==> src/rtl/pulse_stats_if.sv <==
// Bus bundle between the duration measurement stage, pulse_stats and the readout logic.
interface pulse_stats_if #(
  parameter int unsigned DW     = 8,
  parameter int unsigned LOG2_N = 2
);
  logic [DW-1:0]     dur_in;
  logic              dur_valid;
  logic              clear;
  logic              stat_valid;
  logic              stat_ready;
  logic [DW-1:0]     min_out;
  logic [DW-1:0]     max_out;
  logic [DW-1:0]     avg_out;
  logic              overrun;
  logic [LOG2_N:0]   fill;

  // Producer / consumer side (stimulus and readout).
  modport master (
    output dur_in, dur_valid, clear, stat_ready,
    input  stat_valid, min_out, max_out, avg_out, overrun, fill
  );

  // Statistics block side.
  modport slave (
    input  dur_in, dur_valid, clear, stat_ready,
    output stat_valid, min_out, max_out, avg_out, overrun, fill
  );
endinterface

==> src/rtl/pulse_stats.sv <==
// Windowed min/max/mean of non-zero pulse durations with a valid/ready result register.
module pulse_stats #(
  parameter int unsigned DW     = 8,
  parameter int unsigned LOG2_N = 2
) (
  input  logic          clk,
  input  logic          reset,
  pulse_stats_if.slave  bus
);

  localparam int unsigned SW = DW + LOG2_N;
  localparam int unsigned CW = LOG2_N + 1;
  localparam logic [CW-1:0] LastCnt = CW'((1 << LOG2_N) - 1);

  // Accumulator state
  logic [SW-1:0] sum_q, sum_d;
  logic [CW-1:0] cnt_q, cnt_d;
  logic [DW-1:0] min_q, min_d;
  logic [DW-1:0] max_q, max_d;

  // Result register state
  logic          valid_q, valid_d;
  logic          ovr_q, ovr_d;
  logic [DW-1:0] res_min_q, res_min_d;
  logic [DW-1:0] res_max_q, res_max_d;
  logic [DW-1:0] res_avg_q, res_avg_d;

  logic          accept;
  logic          win_done;
  logic          load;
  logic [SW-1:0] sum_add;
  logic [DW-1:0] min_upd;
  logic [DW-1:0] max_upd;

  // Sample qualification and running values including the incoming sample
  always_comb begin
    accept   = bus.dur_valid && (bus.dur_in != '0) && !bus.clear;
    sum_add  = sum_q + SW'(bus.dur_in);
    min_upd  = (bus.dur_in < min_q) ? bus.dur_in : min_q;
    max_upd  = (bus.dur_in > max_q) ? bus.dur_in : max_q;
    win_done = accept && (cnt_q == LastCnt);
    // A completed window lands only if the register is empty or draining this cycle.
    load     = win_done && (!valid_q || bus.stat_ready);
  end

  // Accumulator next state: restart on clear or window completion
  always_comb begin
    sum_d = sum_q;
    cnt_d = cnt_q;
    min_d = min_q;
    max_d = max_q;
    if (bus.clear || win_done) begin
      sum_d = '0;
      cnt_d = '0;
      min_d = '1;
      max_d = '0;
    end else if (accept) begin
      sum_d = sum_add;
      cnt_d = cnt_q + 1'b1;
      min_d = min_upd;
      max_d = max_upd;
    end
  end

  // Result register next state: handshake, load, overrun
  always_comb begin
    valid_d   = valid_q;
    ovr_d     = ovr_q;
    res_min_d = res_min_q;
    res_max_d = res_max_q;
    res_avg_d = res_avg_q;
    if (bus.clear) begin
      // Held values stay visible; only the flags are reset.
      valid_d = 1'b0;
      ovr_d   = 1'b0;
    end else begin
      if (valid_q && bus.stat_ready) valid_d = 1'b0;
      if (load) begin
        valid_d   = 1'b1;
        res_min_d = min_upd;
        res_max_d = max_upd;
        res_avg_d = DW'(sum_add >> LOG2_N);
      end else if (win_done) begin
        ovr_d = 1'b1;
      end
    end
  end

  // State registers
  always_ff @(posedge clk or posedge reset) begin
    if (reset) begin
      sum_q     <= '0;
      cnt_q     <= '0;
      min_q     <= '1;
      max_q     <= '0;
      valid_q   <= 1'b0;
      ovr_q     <= 1'b0;
      res_min_q <= '0;
      res_max_q <= '0;
      res_avg_q <= '0;
    end else begin
      sum_q     <= sum_d;
      cnt_q     <= cnt_d;
      min_q     <= min_d;
      max_q     <= max_d;
      valid_q   <= valid_d;
      ovr_q     <= ovr_d;
      res_min_q <= res_min_d;
      res_max_q <= res_max_d;
      res_avg_q <= res_avg_d;
    end
  end

  // Outputs driven straight from registers
  always_comb begin
    bus.stat_valid = valid_q;
    bus.overrun    = ovr_q;
    bus.min_out    = res_min_q;
    bus.max_out    = res_max_q;
    bus.avg_out    = res_avg_q;
    bus.fill       = cnt_q;
  end

endmodule

==> src/flat_wrapper.sv <==
// flat-port wrapper written by rule: the top's interface ports become plain ports
module pulse_stats_flat 
#(
  parameter int unsigned DW     = 8,
  parameter int unsigned LOG2_N = 2
)
  (clk, reset, bus_dur_in, bus_dur_valid, bus_clear, bus_stat_ready, bus_stat_valid, bus_min_out, bus_max_out, bus_avg_out, bus_overrun, bus_fill);
  pulse_stats_if #(.DW(DW), .LOG2_N(LOG2_N)) bus_i ();
  input  logic clk;
  input  logic reset;
  input wire logic [$bits(bus_i.dur_in)-1:0] bus_dur_in;
  input wire logic [$bits(bus_i.dur_valid)-1:0] bus_dur_valid;
  input wire logic [$bits(bus_i.clear)-1:0] bus_clear;
  input wire logic [$bits(bus_i.stat_ready)-1:0] bus_stat_ready;
  output wire logic [$bits(bus_i.stat_valid)-1:0] bus_stat_valid;
  output wire logic [$bits(bus_i.min_out)-1:0] bus_min_out;
  output wire logic [$bits(bus_i.max_out)-1:0] bus_max_out;
  output wire logic [$bits(bus_i.avg_out)-1:0] bus_avg_out;
  output wire logic [$bits(bus_i.overrun)-1:0] bus_overrun;
  output wire logic [$bits(bus_i.fill)-1:0] bus_fill;
  assign bus_i.dur_in = bus_dur_in;
  assign bus_i.dur_valid = bus_dur_valid;
  assign bus_i.clear = bus_clear;
  assign bus_i.stat_ready = bus_stat_ready;
  assign bus_stat_valid = bus_i.stat_valid;
  assign bus_min_out = bus_i.min_out;
  assign bus_max_out = bus_i.max_out;
  assign bus_avg_out = bus_i.avg_out;
  assign bus_overrun = bus_i.overrun;
  assign bus_fill = bus_i.fill;
  pulse_stats #(.DW(DW), .LOG2_N(LOG2_N)) u_core (.clk(clk), .reset(reset), .bus(bus_i));
endmodule
==> config.mk <==
export PLATFORM = sky130hd
export DESIGN_NAME = pulse_stats_flat
export DESIGN_NICKNAME = d
export VERILOG_FILES = /design/src/rtl/pulse_stats_if.sv /design/src/rtl/pulse_stats.sv /design/src/flat_wrapper.sv
export SDC_FILE = /design/constraint.sdc
export NUM_CORES = 1
export LEC_CHECK = 0
export CAP_MARGIN = 40
export CELL_PAD_IN_SITES_DETAIL_PLACEMENT = 0
export CELL_PAD_IN_SITES_GLOBAL_PLACEMENT = 1
export CORE_ASPECT_RATIO = 0.5
export CORE_MARGIN = 3
export CORE_UTILIZATION = 43
export DETAILED_ROUTE_END_ITERATION = 10
export PLACE_DENSITY = 0.82
export SLEW_MARGIN = 25
export SYNTH_ARGS = -nofsm -noshare
export SYNTH_HDL_FRONTEND = slang
export SYNTH_SLANG_ARGS = --single-unit
export TNS_END_PERCENT = 1
==> constraint.sdc <==
create_clock -name clk -period 2.65 [get_ports clk]
set_input_delay 0.53 -clock clk [delete_from_list [all_inputs] [get_ports clk]]
set_output_delay 0.53 -clock clk [all_outputs]
set_load 0.05 [all_outputs]
==> results.py <==
metrics = {
    "finish": {
        "final_nets": 448,
        "drive_gt1_frac": 0.1707,
        "finalInstanceArea_um2": 4214,
        "stdcell_count": 502,
        "area_delta_synth_final_pct": 32.55,
        "diodes": 0,
    },
    "placement": {
        "dp_hpwl_mm": 6.173,
        "dpl_worst_slack_ps": -124.7,
        "placed_area_um2": 4036,
        "gp_congestion": 0.8466,
        "dp_cells": 494,
        "io_buffer_count": 41,
    },
    "sta": {
        "slew_viol_final": 0,
        "timing.hold.ws_ps": 479.7,
        "hold_viol_final": 0,
        "slew_headroom": 0.6425,
        "setup_slack_ps": 163.5,
        "post-route-min-period_ps": 2486,
        "min_period_over_period": 0.9383,
        "finalSetupViolations": 0,
        "fmax_mhz": 402.2,
        "finalClockSkew_ps": 5.980,
        "rsz0062_at_grt": "no",
        "worst_slew_pin_slew_ps": 535.5,
    },
    "flow_run": {
        "drv_cap": 0,
    },
    "grt": {
        "first_global_vias": 2928,
        "grt_max_degree": 32,
        "grt_pass1_wl_mm": 13.90,
        "antenna_found_initial": 0,
        "grtUsageTotal": 0.2055,
        "overflow": 0,
    },
    "detailed_routing": {
        "drt_first_pass_iters": 4,
        "drt_iter0_drc": 129,
        "via_per_inst": 5.468,
        "wl_mm": 7.992,
        "antenna_left": 0,
        "wl_per_cell_um": 15.92,
        "vias": 2745,
        "drc": 0,
    },
    "worst_setup_path": {
        "r2r_setup_slack_ps": 500,
        "crit_arrival_ps": 2660,
        "crit_fanout": 3,
        "critical-path-max-stage-delay_ps": 460,
        "worst_setup_path_start_kind": "primary input",
        "ff2ff_path_depth": 7,
        "critical_path.top_delay_family": "compound AO/OA/AOI/OAI gates",
        "path_buf_inv": 1,
        "r2r_start": "u_core.sum_q[0]",
        "required_ps": 2820,
        "path_cells": "clkdlybuf4s50_1 > ha_1 > fa_1 > a211oi_1 > o21ai_0 > a21oi_1 > mux2i_1 > o211ai_1",
        "path_class": "in -> reg",
        "critPathSlowestCell": "clkdlybuf4s50_1",
        "r2r_end": "u_core.bus.avg_out[6]",
        "crit_path_end_kind": "register",
    },
    "logic_synthesis": {
        "yosysMostFrequentCell": "dfrtp_1",
        "synth_seq_cells": 55,
        "synth-edff-count": 0,
        "syn-num-nets": 367,
        "ys_async_sr_fraction": 1.000,
        "synthTopCellsByArea": "dfrtp_1, ha_1, dfstp_2",
        "ys_seq_area_frac": 0.4360,
        "synth_area_per_cell_um2": 9.693,
        "yosysTopAreaCell": "dfrtp_1",
        "ys_types": 44,
        "synth_top_flop_cell": "dfrtp_1",
        "synth_cells": 328,
        "synth_top_area_frac": 0.3699,
        "synth_common_cells": "dfrtp_1, nand2_1, o21ai_0",
        "yosys_warnings": 0,
        "synthesis.area_um2": 3179,
    },
    "power_and_ir_drop": {
        "cellLeakagePower_nw": 1.960,
        "max-vdd-ir-drop_mv": 0.3762,
        "powerDensity_nw_per_um2": 656.1,
    },
    "floorplan": {
        "io_pins": 42,
        "die_w_um": 127.6,
        "fp.coreArea_um2": 6910,
        "die_height_um": 66.80,
        "dieArea_um2": 8524,
        "rows": 21,
        "initial_utilization": 0.4601,
    },
    "clock_tree": {
        "clk_pin_slew_worst_paths_ps": 70,
        "post_cts_resized": 0,
        "cts_root_buffer": "clkbuf_16",
        "insertion_delay_ps": 300,
        "cts_sinks": 55,
        "cts_buffer_depth": 2,
        "cts_made_buffers": 5,
        "hold_buffers": 0,
        "htreeDepth": 2,
        "tritoncts": "done",
        "post-cts-setup-buffers": 0,
    },
    "worst_hold_path": {
        "hold_path_class": "reg -> reg",
        "hold_depth": 2,
        "hp-start": "u_core.bus.max_out[3]",
        "holdPathEnd": "u_core.bus.max_out[3]",
    },
    "run_status": {
        "status": "finished, final reports clean",
    },
}
[logic make-up (layout without fill, tap and decap cells)]
family | count (synthesis) | in the layout | synth area share
multiplexers | 13 | 13 | 0.04172
AND/OR/NAND/NOR | 101 | 101 | 0.1511
flip-flops | 55 | 55 | 0.4360
AO/OA/AOI/OAI | 93 | 93 | 0.2035
buffers and inverters | 34 | 116 | 0.04643
adder cells (fa/ha/maj) | 26 | 26 | 0.1047
XOR/XNOR | 6 | 6 | 0.01653
[worst max path at each step]
stage                       endpoint  depth (start not counted)               start
2_1_floorplan        u_core.max_q[0]                          6  u_core.bus.fill[0]
3_3_place_gp   u_core.bus.avg_out[6]                          8       bus_dur_in[0]
3_5_place_dp   u_core.bus.avg_out[5]                          8       bus_dur_in[3]
4_1_cts        u_core.bus.avg_out[5]                          8       bus_dur_in[3]
5_1_grt        u_core.bus.avg_out[6]                          8       bus_dur_in[0]
6_report       u_core.bus.avg_out[6]                          8       bus_dur_in[0]
[where the power goes]
| part | switching [W] | internal, W |
|---|---|---|
| logic | 0.000586 | 0.000371 |
| registers | 0.0000702 | 0.000956 |
| clock network | 0.000307 | 0.000476 |
| total | 0.000963 | 0.00180 |
[through the flow]
step	power, W	util	setup TNS, ps
finish	0.002765	0.6098	0
global route	0.002930	0.6098	0
CTS	0.002789	0.6098	0
detailed placement	0.001997	0.5841	-2287
global placement	0.001971	0.5841	-1359
floorplan	0.001621	-	0
[cell type report]
| type | instances | area, um2 |
|---|---|---|
| Fill cell | 583 | 2696 |
| Sequential cell | 55 | 1386 |
| Clock buffer | 6 | 138.9 |
| Tap cell | 92 | 115.1 |
| Timing Repair Buffer | 87 | 805.8 |
| Multi-Input combinational cell | 239 | 1650 |
| Inverter | 21 | 78.83 |
| Clock inverter | 2 | 38.79 |
[layer usage]
metal	part of all wire	GRT usage	vias up
li1	-	-	1372
met1	0.51	0.2805	1310
met2	0.44	0.3357	55
met3	0.039	0.04564	8
met4	0.0090	0.04894	0
met5	0	0	-
[cell usage in the layout, fill, tap and decap left out, types with 5 or more instances in the layout]
cell type,count
mux2i_1,11
nor2_1,20
dfrtp_1,47
clkbuf_16,5
o21ai_0,29
ha_1,25
a21oi_1,17
nand3_1,12
nand4_1,11
a32o_1,8
nand2_1,40
inv_1,20
buf_4,42
o22a_1,9
o2111ai_1,9
clkdlybuf4s50_1,41
dfstp_2,8
[state kept, by name, summed over array words and instances, names as in the netlist]
signal / count
u_core.bus.min_out: 8
u_core.sum_q: 10
u_core.bus.stat_valid: 1
u_core.max_q: 8
u_core.bus.max_out: 8
u_core.bus.avg_out: 8
u_core.bus.fill: 3
u_core.bus.overrun: 1
u_core.min_q: 8
[worst min-delay path, cell delays in order, from the launching register on]
cell,delay [ps]
dfrtp_1,340
nand2_1,50
nand3_1,60
Power figures use the tool's default switching activity.
